`src/rtl/writeback_regfile_if.sv`:
```
`default_nettype none
// ============================================================================
//  Module      : writeback_regfile_if
//  Description : Bundle of the writeback, issue, read-port and scoreboard
//                status signals that connect the NAND CPU pipeline to the
//                architectural register file.
//                  master : pipeline side (drives writeback/issue/read addrs)
//                  slave  : register file side (returns read data/status)
//                Ports carried:
//                  wb_valid, wb_use_rw, wb_rw_addr[3:0], wb_data[15:0],
//                  wb_write_ps, wb_ps          writeback bundle
//                  ra_addr[3:0], rt_addr[3:0]  read addresses
//                  ra[15:0], rt[15:0], ps      bypassed read data
//                  iss_valid, iss_use_rw, iss_rw_addr[3:0], iss_write_ps
//                                              issue-side scoreboard update
//                  ra_busy, rt_busy, ps_busy   outstanding-write status
//                  sb_overflow, sb_underflow   sticky scoreboard errors
//  Revision    : 1.0 - initial release
// ============================================================================
interface writeback_regfile_if;
    // Writeback bundle
    logic        wb_valid;
    logic        wb_use_rw;
    logic [3:0]  wb_rw_addr;
    logic [15:0] wb_data;
    logic        wb_write_ps;
    logic        wb_ps;

    // Read ports
    logic [3:0]  ra_addr;
    logic [3:0]  rt_addr;
    logic [15:0] ra;
    logic [15:0] rt;
    logic        ps;

    // Issue side of the scoreboard
    logic        iss_valid;
    logic        iss_use_rw;
    logic [3:0]  iss_rw_addr;
    logic        iss_write_ps;

    // Scoreboard status
    logic        ra_busy;
    logic        rt_busy;
    logic        ps_busy;
    logic        sb_overflow;
    logic        sb_underflow;

    modport master (
        output wb_valid, wb_use_rw, wb_rw_addr, wb_data, wb_write_ps, wb_ps,
        output ra_addr, rt_addr,
        output iss_valid, iss_use_rw, iss_rw_addr, iss_write_ps,
        input  ra, rt, ps,
        input  ra_busy, rt_busy, ps_busy, sb_overflow, sb_underflow
    );

    modport slave (
        input  wb_valid, wb_use_rw, wb_rw_addr, wb_data, wb_write_ps, wb_ps,
        input  ra_addr, rt_addr,
        input  iss_valid, iss_use_rw, iss_rw_addr, iss_write_ps,
        output ra, rt, ps,
        output ra_busy, rt_busy, ps_busy, sb_overflow, sb_underflow
    );
endinterface
`default_nettype wire

```
`src/rtl/writeback_regfile.sv`:
```
`default_nettype none
// ============================================================================
//  Module      : writeback_regfile
//  Description : Architectural register file and writeback receiver for the
//                NAND CPU. Holds sixteen 16-bit general registers and the
//                predicate bit ps, offers two combinational read ports with
//                same-cycle writeback bypass, and keeps a 2-bit outstanding
//                write counter per register (and for ps) so issue logic can
//                detect RAW hazards.
//  Ports       : clk    - clock, all state changes on the rising edge
//                n_rst  - synchronous active-low reset
//                bus    - writeback_regfile_if.slave (writeback bundle, issue
//                         info, read addresses in; read data, busy flags and
//                         sticky scoreboard error flags out)
//  Revision    : 1.0 - initial release
// ============================================================================
module writeback_regfile (
    input  wire logic          clk,
    input  wire logic          n_rst,
    writeback_regfile_if.slave bus
);

    localparam int          c_NUM_REGS = 16;
    localparam int          c_DATA_W   = 16;
    localparam int          c_ADDR_W   = 4;
    localparam int          c_CNT_W    = 2;
    localparam logic [1:0]  c_CNT_MAX  = 2'd3;
    localparam logic [1:0]  c_CNT_ONE  = 2'd1;
    localparam logic [1:0]  c_CNT_ZERO = 2'd0;

    // ------------------------------------------------------------------------
    // State
    // ------------------------------------------------------------------------
    logic [c_DATA_W-1:0] r_regs   [c_NUM_REGS];
    logic                r_ps;
    logic [c_CNT_W-1:0]  r_cnt    [c_NUM_REGS];
    logic [c_CNT_W-1:0]  r_ps_cnt;
    logic                r_sb_overflow;
    logic                r_sb_underflow;

    // ------------------------------------------------------------------------
    // Writeback qualification: wb fields only matter while wb_valid is high.
    // ------------------------------------------------------------------------
    logic w_rf_we;
    logic w_ps_we;

    assign w_rf_we = bus.wb_valid & bus.wb_use_rw;
    assign w_ps_we = bus.wb_valid & bus.wb_write_ps;

    // ------------------------------------------------------------------------
    // Scoreboard counter next-state.
    // A simultaneous increment and decrement cancel out, so only a lone
    // increment or a lone decrement moves the counter; both saturate.
    // ------------------------------------------------------------------------
    function automatic logic [c_CNT_W-1:0] f_cnt_next(
        input logic [c_CNT_W-1:0] cnt,
        input logic               inc,
        input logic               dec
    );
        logic [c_CNT_W-1:0] nxt;
        nxt = cnt;
        if (inc && !dec && (cnt != c_CNT_MAX)) begin
            nxt = cnt + c_CNT_ONE;
        end else if (dec && !inc && (cnt != c_CNT_ZERO)) begin
            nxt = cnt - c_CNT_ONE;
        end
        return nxt;
    endfunction

    logic [c_NUM_REGS-1:0] w_inc;
    logic [c_NUM_REGS-1:0] w_dec;
    logic [c_NUM_REGS-1:0] w_ovf_ev;
    logic [c_NUM_REGS-1:0] w_unf_ev;
    logic [c_CNT_W-1:0]    w_cnt_nxt [c_NUM_REGS];

    generate
        for (genvar gi = 0; gi < c_NUM_REGS; gi++) begin : g_sb
            assign w_inc[gi] = bus.iss_valid & bus.iss_use_rw &
                               (bus.iss_rw_addr == c_ADDR_W'(gi));
            assign w_dec[gi] = w_rf_we & (bus.wb_rw_addr == c_ADDR_W'(gi));

            // Error events only fire on an unmatched update at a rail.
            assign w_ovf_ev[gi] = w_inc[gi] & ~w_dec[gi] &
                                  (r_cnt[gi] == c_CNT_MAX);
            assign w_unf_ev[gi] = w_dec[gi] & ~w_inc[gi] &
                                  (r_cnt[gi] == c_CNT_ZERO);

            assign w_cnt_nxt[gi] = f_cnt_next(r_cnt[gi], w_inc[gi], w_dec[gi]);
        end
    endgenerate

    logic               w_ps_inc;
    logic               w_ps_dec;
    logic               w_ps_ovf_ev;
    logic               w_ps_unf_ev;
    logic [c_CNT_W-1:0] w_ps_cnt_nxt;

    assign w_ps_inc     = bus.iss_valid & bus.iss_write_ps;
    assign w_ps_dec     = w_ps_we;
    assign w_ps_ovf_ev  = w_ps_inc & ~w_ps_dec & (r_ps_cnt == c_CNT_MAX);
    assign w_ps_unf_ev  = w_ps_dec & ~w_ps_inc & (r_ps_cnt == c_CNT_ZERO);
    assign w_ps_cnt_nxt = f_cnt_next(r_ps_cnt, w_ps_inc, w_ps_dec);

    logic w_any_ovf;
    logic w_any_unf;

    assign w_any_ovf = (|w_ovf_ev) | w_ps_ovf_ev;
    assign w_any_unf = (|w_unf_ev) | w_ps_unf_ev;

    // ------------------------------------------------------------------------
    // Read ports with zero-cycle bypass of a qualified writeback.
    // ------------------------------------------------------------------------
    logic               w_ra_hit;
    logic               w_rt_hit;
    logic [c_CNT_W-1:0] w_ra_cnt;
    logic [c_CNT_W-1:0] w_rt_cnt;

    assign w_ra_hit = w_rf_we & (bus.wb_rw_addr == bus.ra_addr);
    assign w_rt_hit = w_rf_we & (bus.wb_rw_addr == bus.rt_addr);
    assign w_ra_cnt = r_cnt[bus.ra_addr];
    assign w_rt_cnt = r_cnt[bus.rt_addr];

    assign bus.ra = w_ra_hit ? bus.wb_data : r_regs[bus.ra_addr];
    assign bus.rt = w_rt_hit ? bus.wb_data : r_regs[bus.rt_addr];
    assign bus.ps = w_ps_we  ? bus.wb_ps   : r_ps;

    // Busy comes from registered counters only (issue this cycle is not
    // visible yet). The last pending write, arriving this cycle, is already
    // bypassed onto the read port, so it no longer counts as outstanding.
    assign bus.ra_busy = (w_ra_cnt != c_CNT_ZERO) &
                         ~(w_ra_hit & (w_ra_cnt == c_CNT_ONE));
    assign bus.rt_busy = (w_rt_cnt != c_CNT_ZERO) &
                         ~(w_rt_hit & (w_rt_cnt == c_CNT_ONE));
    assign bus.ps_busy = (r_ps_cnt != c_CNT_ZERO) &
                         ~(w_ps_we & (r_ps_cnt == c_CNT_ONE));

    assign bus.sb_overflow  = r_sb_overflow;
    assign bus.sb_underflow = r_sb_underflow;

    // ------------------------------------------------------------------------
    // State update. Reset drops any writeback/issue presented in its cycle.
    // An underflowing writeback still writes its data.
    // ------------------------------------------------------------------------
    always_ff @(posedge clk) begin
        if (!n_rst) begin
            for (int i = 0; i < c_NUM_REGS; i++) begin
                r_regs[i] <= '0;
                r_cnt[i]  <= '0;
            end
            r_ps           <= 1'b0;
            r_ps_cnt       <= '0;
            r_sb_overflow  <= 1'b0;
            r_sb_underflow <= 1'b0;
        end else begin
            if (w_rf_we) begin
                r_regs[bus.wb_rw_addr] <= bus.wb_data;
            end
            if (w_ps_we) begin
                r_ps <= bus.wb_ps;
            end
            for (int i = 0; i < c_NUM_REGS; i++) begin
                r_cnt[i] <= w_cnt_nxt[i];
            end
            r_ps_cnt <= w_ps_cnt_nxt;
            if (w_any_ovf) begin
                r_sb_overflow <= 1'b1;
            end
            if (w_any_unf) begin
                r_sb_underflow <= 1'b1;
            end
        end
    end

endmodule
`default_nettype wire

```
`src/flat_wrapper.sv`:
```
// flat-port wrapper written by rule: the top's interface ports become plain ports
module writeback_regfile_flat 
  (clk, n_rst, bus_wb_valid, bus_wb_use_rw, bus_wb_rw_addr, bus_wb_data, bus_wb_write_ps, bus_wb_ps, bus_ra_addr, bus_rt_addr, bus_iss_valid, bus_iss_use_rw, bus_iss_rw_addr, bus_iss_write_ps, bus_ra, bus_rt, bus_ps, bus_ra_busy, bus_rt_busy, bus_ps_busy, bus_sb_overflow, bus_sb_underflow);
  writeback_regfile_if bus_i ();
  input  wire logic clk;
  input  wire logic n_rst;
  input wire logic [$bits(bus_i.wb_valid)-1:0] bus_wb_valid;
  input wire logic [$bits(bus_i.wb_use_rw)-1:0] bus_wb_use_rw;
  input wire logic [$bits(bus_i.wb_rw_addr)-1:0] bus_wb_rw_addr;
  input wire logic [$bits(bus_i.wb_data)-1:0] bus_wb_data;
  input wire logic [$bits(bus_i.wb_write_ps)-1:0] bus_wb_write_ps;
  input wire logic [$bits(bus_i.wb_ps)-1:0] bus_wb_ps;
  input wire logic [$bits(bus_i.ra_addr)-1:0] bus_ra_addr;
  input wire logic [$bits(bus_i.rt_addr)-1:0] bus_rt_addr;
  input wire logic [$bits(bus_i.iss_valid)-1:0] bus_iss_valid;
  input wire logic [$bits(bus_i.iss_use_rw)-1:0] bus_iss_use_rw;
  input wire logic [$bits(bus_i.iss_rw_addr)-1:0] bus_iss_rw_addr;
  input wire logic [$bits(bus_i.iss_write_ps)-1:0] bus_iss_write_ps;
  output wire logic [$bits(bus_i.ra)-1:0] bus_ra;
  output wire logic [$bits(bus_i.rt)-1:0] bus_rt;
  output wire logic [$bits(bus_i.ps)-1:0] bus_ps;
  output wire logic [$bits(bus_i.ra_busy)-1:0] bus_ra_busy;
  output wire logic [$bits(bus_i.rt_busy)-1:0] bus_rt_busy;
  output wire logic [$bits(bus_i.ps_busy)-1:0] bus_ps_busy;
  output wire logic [$bits(bus_i.sb_overflow)-1:0] bus_sb_overflow;
  output wire logic [$bits(bus_i.sb_underflow)-1:0] bus_sb_underflow;
  assign bus_i.wb_valid = bus_wb_valid;
  assign bus_i.wb_use_rw = bus_wb_use_rw;
  assign bus_i.wb_rw_addr = bus_wb_rw_addr;
  assign bus_i.wb_data = bus_wb_data;
  assign bus_i.wb_write_ps = bus_wb_write_ps;
  assign bus_i.wb_ps = bus_wb_ps;
  assign bus_i.ra_addr = bus_ra_addr;
  assign bus_i.rt_addr = bus_rt_addr;
  assign bus_i.iss_valid = bus_iss_valid;
  assign bus_i.iss_use_rw = bus_iss_use_rw;
  assign bus_i.iss_rw_addr = bus_iss_rw_addr;
  assign bus_i.iss_write_ps = bus_iss_write_ps;
  assign bus_ra = bus_i.ra;
  assign bus_rt = bus_i.rt;
  assign bus_ps = bus_i.ps;
  assign bus_ra_busy = bus_i.ra_busy;
  assign bus_rt_busy = bus_i.rt_busy;
  assign bus_ps_busy = bus_i.ps_busy;
  assign bus_sb_overflow = bus_i.sb_overflow;
  assign bus_sb_underflow = bus_i.sb_underflow;
  writeback_regfile u_core (.clk(clk), .n_rst(n_rst), .bus(bus_i));
endmodule
```
`config.mk`:
```
export PLATFORM = sky130hd
export DESIGN_NAME = writeback_regfile_flat
export DESIGN_NICKNAME = d
export VERILOG_FILES = /design/src/rtl/writeback_regfile_if.sv /design/src/rtl/writeback_regfile.sv /design/src/flat_wrapper.sv
export SDC_FILE = /design/constraint.sdc
export NUM_CORES = 1
export LEC_CHECK = 0
export CAP_MARGIN = 20
export CORE_MARGIN = 3
export CORE_UTILIZATION = 36
export DETAILED_ROUTE_END_ITERATION = 10
export PLACE_DENSITY_LB_ADDON = 0.3
export SLEW_MARGIN = 10
export SYNTH_ARGS = -nofsm -noshare
export SYNTH_HDL_FRONTEND = slang
export SYNTH_SLANG_ARGS = --single-unit
export TNS_END_PERCENT = 20
```
`constraint.sdc`:
```
create_clock -name clk -period 3.55 [get_ports clk]
set_clock_uncertainty 0.05 [all_clocks]
set_input_delay 0.5325 -clock clk [delete_from_list [all_inputs] [get_ports clk]]
set_output_delay 0.5325 -clock clk [all_outputs]
set_load 0.1 [all_outputs]
```
==> results.py, run 1 <==
metrics = {
    "outcome": {
        "outcome": "finished clean",
    },
    "worst_setup_path": {
        "slowest_delay_ps": 580,
        "cp.arrival_ps": 2690,
        "crit_type": "in2out",
        "setup.worst_path.end_class": "output port",
        "reg2reg_from": "u_core.r_ps_cnt[0]",
        "crit_buf_inv": 3,
        "start_kind": "input pin",
        "r2r_cells": 6,
        "crit_chain": "buf_4 > buf_12 > mux4_2 > mux4_2 > mux2_2 > buf_12",
        "cp.required_ps": 2970,
        "reg2reg_slack_ps": 1700,
        "r2r-end": "u_core.bus.sb_underflow",
        "cp_top_family": "multiplexers",
        "worstPathMaxFanout": 20,
        "slowest_stage": "mux4_2",
    },
    "cells_and_area": {
        "multi_input_area_um2": 8040,
        "area_growth_pct": 18.6,
        "drive_above_1_share_pct": 29.1,
        "stdcell_area_um2": 20200,
        "fin_nets": 1341,
        "ff_latch_area_um2": 8430,
        "final_cell_mix": "and2_1, edfxtp_1, mux4_2, buf_4, nand2_1",
        "diodes": 0,
        "layout.cells.most_common": "and2_1",
        "fill_cells": 4228,
    },
    "global_route": {
        "antenna_found_initial": 1,
        "grt_max_degree": 39,
        "grt_use_total_pct": 20.9,
        "overflow": 0,
        "grt_pass1_vias": 11300,
        "grt_pass1_wl_um": 77000,
    },
    "cts": {
        "insertion_delay_ps": 560,
        "path_clk_slew_ps": 50,
        "cts_resized": 0,
        "cts_num_sinks": 293,
        "cts_tree": "yes",
        "ctsHoldBuffers": 0,
        "cts_buffers": 35,
        "htree_levels": 2,
        "clockBufferDepth": 3,
        "clock-root-buffer": "clkbuf_16",
        "postCtsSetupBuffers": 0,
    },
    "sta": {
        "hold_viol": 0,
        "finalCritPeriodShare_pct": 92.3,
        "rsz0062_at_grt": "false",
        "tns_ps": 0,
        "maxSlewViolCount": 0,
        "max_slew_margin_pct": 35.0,
        "worstMarginPinSlew_ps": 972,
        "fin_crit_ps": 3280,
        "fmax_ghz": 0.305,
        "finalSetupViolCount": 0,
    },
    "hold_path": {
        "worstHoldEndpoint": "u_core.r_cnt[10][1]",
        "hp-start": "u_core.r_cnt[10][1]",
        "min_path_type": "reg2reg",
        "worstHoldPathCells": 2,
    },
    "place": {
        "gp_congestion": 0.866,
        "place_area_um2": 19200,
        "port-buffer-count": 78,
        "dp_hpwl_um": 32900,
    },
    "routing": {
        "drt-total-wl_um": 52300,
        "drt_first_iter_violations": 1323,
        "vias": 11500,
        "drt_first_pass_iters": 7,
        "routed_via_density": 5.97,
        "drc": 0,
        "wl_per_cell_um": 27.1,
        "antenna_left": 0,
    },
    "floorplan": {
        "die_area_um2": 50000,
        "ios": 79,
        "die_h_um": 224,
        "core-area_um2": 46700,
        "initial_core_util_pct": 36.6,
        "fp.dieW_um": 224,
        "rows": 79,
    },
    "synthesis": {
        "ys_warn_count": 0,
        "syn_area_per_cell_um2": 14.1,
        "async_flop_share_pct": 0,
        "synth_edf_count": 256,
        "synth-main-ff-cell": "edfxtp_1",
        "ys_ff_latch": 293,
        "synth_cell_types": 50,
        "ys_seq_area_share_pct": 49.4,
        "syn_area_um2": 17100,
        "netlist_instances": 1211,
        "syn-num-nets": 1255,
    },
    "job": {
        "maxCapViolations": 0,
    },
    "power_and_ir_drop": {
        "peakVddDrop_mv": 0.330,
        "p_leak_nw": 7.11,
        "power_density_nw_per_um2": 457,
    },
}
[through the flow]
stage                     std cells  hold WS [ps]  util (%)  worst slack, ps  power (W)
after global routing           1930           512      43.4              221    0.00951
after detailed placement       1867           481      41.1              265    0.00592
after CTS                      1930           489      43.4              268    0.00930
final                          1930           486      43.4              274    0.00924
after global placement         1867           468      41.1              299    0.00590
after floorplan                1211           430         -              612    0.00523
[power by group]
| group | internal [W] | switching (W) |
|---|---|---|
| logic | 0.000768 | 0.00108 |
| clock network | 0.00191 | 0.00148 |
| registers | 0.00392 | 0.0000905 |
[logic make-up after synthesis]
family	Yosys count	synth area share, %
DFF	293	49.4
muxes	211	26.6
xor gates and xnor gates	6	0.308
AOI/OAI and AO/OA	159	5.96
buffers and inverters	134	3.97
and+or+nand+nor	405	13.6
adders and majority gates	3	0.220
[registers in the layout, indices dropped and copies added, names as in the netlist]
signal                   count
u_core.bus.sb_overflow       1
u_core.bus.sb_underflow      1
u_core.r_cnt                32
u_core.r_ps                  1
u_core.r_ps_cnt              2
u_core.r_regs              256
[layout make-up]
type | count | share of cell area [%]
Clock inverter | 21 | 0.804
Timing Repair Buffer | 164 | 9.25
Tap cell | 607 | 3.75
Clock buffer | 42 | 4.46
Inverter | 19 | 0.353
Sequential cell | 293 | 41.7
Multi-Input combinational cell | 784 | 39.7
[synthesized netlist by cell type (2+ instances only)]
library cell  instances  area share [%]
and2_1              258             9.5
o21a_1               17            0.75
nand4b_1              2            0.10
and4b_1               2            0.12
ha_1                  3            0.22
buf_4                 6            0.26
or2_2                 6            0.22
buf_6                14            0.92
mux4_1               27             4.2
inv_1                18            0.40
o22ai_1               7            0.26
mux4_4                3            0.44
dfxtp_1              37             4.3
mux2_4               11            0.97
nand2_1              53             1.2
buf_2                18            0.53
o21ai_0              47             1.4
o211ai_1             16            0.70
a211o_1              17            0.87
a21o_1                8            0.35
nor2_1               20            0.44
edfxtp_1            256              45
a31oi_1               4            0.15
mux2_2               22             1.5
nand2b_1              4            0.15
buf_8                 2            0.18
a21oi_1              32            0.94
nor2b_1               2           0.073
clkbuf_1             74             1.6
nor3_1               11            0.32
nor3b_1               2           0.088
nand4_1               2           0.073
o32ai_1               5            0.26
xnor2_1               5            0.26
mux4_2              148              20
nand3_1              35             1.0
a41oi_1               2            0.10
nor4_1                3            0.11
[per-layer routing]
layer | routed length (µm) | part of all wire [%] | track usage (%) | vias up
li1 | - | - | - | 4886
met3 | 5020 | 9.6 | 4.23 | 79
met2 | 24300 | 46 | 32.7 | 589
met5 | 0 | 0 | 0 | -
met4 | 1250 | 2.4 | 5.59 | 0
met1 | 21800 | 42 | 30.0 | 5967
[how the worst max path moves through the flow]
stage	start	to	slack, ps	depth (start not counted)
2_1_floorplan	bus_ra_addr[1]	bus_ra[0]	610	6
3_3_place_gp	bus_rt_addr[3]	bus_rt_busy	300	6
3_5_place_dp	bus_ra_addr[0]	bus_ra[7]	270	6
4_1_cts	bus_ra_addr[0]	bus_ra[7]	270	6
5_1_grt	bus_ra_addr[0]	bus_ra[7]	220	6
6_report	bus_ra_addr[0]	bus_ra[7]	270	6
[tightest hold or removal path, stage by stage, from the launching register on]
cell     delay (ps)
dfxtp_1         350
nand2_1          70
a21oi_1          60
(Power assumes the default switching activity.)
==> inputs of run 2 (changes only) <==
--- a/config.mk
+++ b/config.mk
@@ -9,7 +9,7 @@
 export CORE_MARGIN = 3
 export CORE_UTILIZATION = 36
 export DETAILED_ROUTE_END_ITERATION = 10
-export PLACE_DENSITY_LB_ADDON = 0.3
+export REMOVE_ABC_BUFFERS = 1
 export SLEW_MARGIN = 10
 export SYNTH_ARGS = -nofsm -noshare
 export SYNTH_HDL_FRONTEND = slang
==> results.py, run 2 (synthesis results as in run 1) <==
metrics = {
    "routing": {
        "wl_per_cell_um": 26.8,
        "drc": 0,
        "antenna_left": 0,
        "vias": 11500,
        "drt_first_pass_iters": 6,
        "drt-total-wl_um": 51900,
        "routed_via_density": 5.92,
        "drt_first_iter_violations": 1270,
    },
    "cts": {
        "cts_num_sinks": 293,
        "htree_levels": 2,
        "cts_tree": "yes",
        "cts_resized": 0,
        "clockBufferDepth": 3,
        "ctsHoldBuffers": 0,
        "clock-root-buffer": "clkbuf_16",
        "cts_buffers": 35,
        "postCtsSetupBuffers": 0,
        "insertion_delay_ps": 550,
        "path_clk_slew_ps": 60,
    },
    "cells_and_area": {
        "fin_nets": 1349,
        "reg_top3": "u_core.r_regs: 256 flops, u_core.r_cnt: 32 flops, u_core.r_ps_cnt: 2 flops",
        "drive_above_1_share_pct": 29.9,
        "layout.cells.most_common": "and2_1",
        "final_cell_mix": "and2_1, edfxtp_1, mux4_2, buf_4, nand2_1",
        "fill_cells": 4164,
        "diodes": 0,
        "area_growth_pct": 19.5,
        "top_register": "u_core.r_regs",
        "largest_reg_flops": 256,
    },
    "global_route": {
        "grt_pass1_wl_um": 77700,
        "overflow": 0,
        "grt_use_total_pct": 21.0,
        "antenna_found_initial": 1,
        "grt_max_degree": 39,
        "grt_pass1_vias": 11600,
    },
    "hold_path": {
        "hp-start": "u_core.r_cnt[12][1]",
        "worstHoldPathCells": 2,
        "min_path_type": "reg2reg",
        "worstHoldEndpoint": "u_core.r_cnt[12][0]",
    },
    "sta": {
        "rsz0062_at_grt": "false",
        "maxSlewViolCount": 0,
        "fmax_ghz": 0.303,
        "finalSetupViolCount": 0,
        "hold_viol": 0,
        "tns_ps": 0,
        "finalCritPeriodShare_pct": 93.0,
        "max_slew_margin_pct": 35.3,
        "worstMarginPinSlew_ps": 968,
        "fin_crit_ps": 3300,
    },
    "job": {
        "maxCapViolations": 0,
    },
    "place": {
        "gp_congestion": 0.823,
        "port-buffer-count": 78,
        "dp_hpwl_um": 33900,
    },
    "floorplan": {
        "fp.dieW_um": 224,
        "rows": 79,
        "core-area_um2": 46700,
        "die_area_um2": 50000,
        "ios": 79,
        "initial_core_util_pct": 36.6,
        "die_h_um": 224,
    },
    "worst_setup_path": {
        "cp.arrival_ps": 2720,
        "crit_type": "in2out",
        "worstPathMaxFanout": 9,
        "reg2reg_slack_ps": 1780,
        "reg2reg_from": "u_core.r_ps_cnt[0]",
        "setup.worst_path.end_class": "output port",
        "start_kind": "input pin",
        "r2r-end": "u_core.bus.sb_underflow",
        "r2r_cells": 6,
        "cp.required_ps": 2970,
    },
    "power_and_ir_drop": {
        "power_w": 0.00940,
        "peakVddDrop_mv": 0.301,
        "power_density_nw_per_um2": 461,
        "p_leak_nw": 7.19,
    },
    "outcome": {
        "outcome": "finished clean",
    },
}
==> run 2: worst max path at each step <==
stage	to	depth (start not counted)	slack, ps	startpoint
after floorplan	bus_ra_busy	5	320	bus_ra_addr[3]
after global placement	bus_ra_busy	7	250	bus_ra_addr[3]
after detailed placement	bus_ra_busy	7	280	bus_ra_addr[3]
after CTS	bus_ra_busy	7	270	bus_ra_addr[3]
after global routing	bus_rt_busy	7	140	bus_wb_rw_addr[1]
final	bus_rt_busy	7	250	bus_wb_rw_addr[2]
==> run 2: metrics by stage <==
stage	hold WS [ps]	instance area [µm²]	utilization, %	worst slack, ps	cells
5_1_grt	524	20400	43.7	141	1938
3_5_place_dp	474	19300	41.3	279	1875
6_report	498	20400	43.7	248	1938
3_3_place_gp	464	19300	41.3	254	1875
4_1_cts	489	20400	43.7	271	1938
2_1_floorplan	430	16500	-	325	1096
==> run 2: critical path: stages <==
cell             delay [ps]
clkdlybuf4s50_1         580
buf_4                   200
xnor2_1                 120
nand4_1                 290
a21o_1                  260
mux4_2                  530
buf_12                  200
==> run 2: final cells by class <==
cell class / instances / area (µm²) / share of cell area [%]
Clock buffer: 39 / 891 / 4.37
Timing Repair Buffer: 172 / 1980 / 9.72
Tap cell: 607 / 759 / 3.72
Sequential cell: 293 / 8430 / 41.3
Clock inverter: 24 / 233 / 1.14
Multi-Input combinational cell: 784 / 8040 / 39.4
Inverter: 19 / 71.3 / 0.350
==> run 2: metal layers <==
metal / routed length [µm] / GRT usage, % / up-vias / part of all wire [%]
met5: 0 / 0 / - / 0
met4: 1450 / 6.00 / 0 / 2.8
met1: 21400 / 29.0 / 5942 / 41
li1: - / - / 4910 / -
met3: 4010 / 4.21 / 92 / 7.7
met2: 25000 / 34.1 / 520 / 48
==> run 2: where the power goes <==
| group | total [W] | leakage, nW | switching [W] | internal (W) |
|---|---|---|---|---|
| Clock | 0.00356 | 0.550 | 0.00150 | 0.00206 |
| Sequential | 0.00401 | 2.74 | 0.0000945 | 0.00392 |
| Combinational | 0.00183 | 3.90 | 0.00106 | 0.000777 |
==> inputs of run 3 (changes only) <==
--- a/config.mk
+++ b/config.mk
@@ -14,4 +14,4 @@
 export SYNTH_ARGS = -nofsm -noshare
 export SYNTH_HDL_FRONTEND = slang
 export SYNTH_SLANG_ARGS = --single-unit
-export TNS_END_PERCENT = 20
+export TNS_END_PERCENT = 100
==> results of run 3 <==
Same layout as run 2: the final DEF is identical, and so are final timing and power.
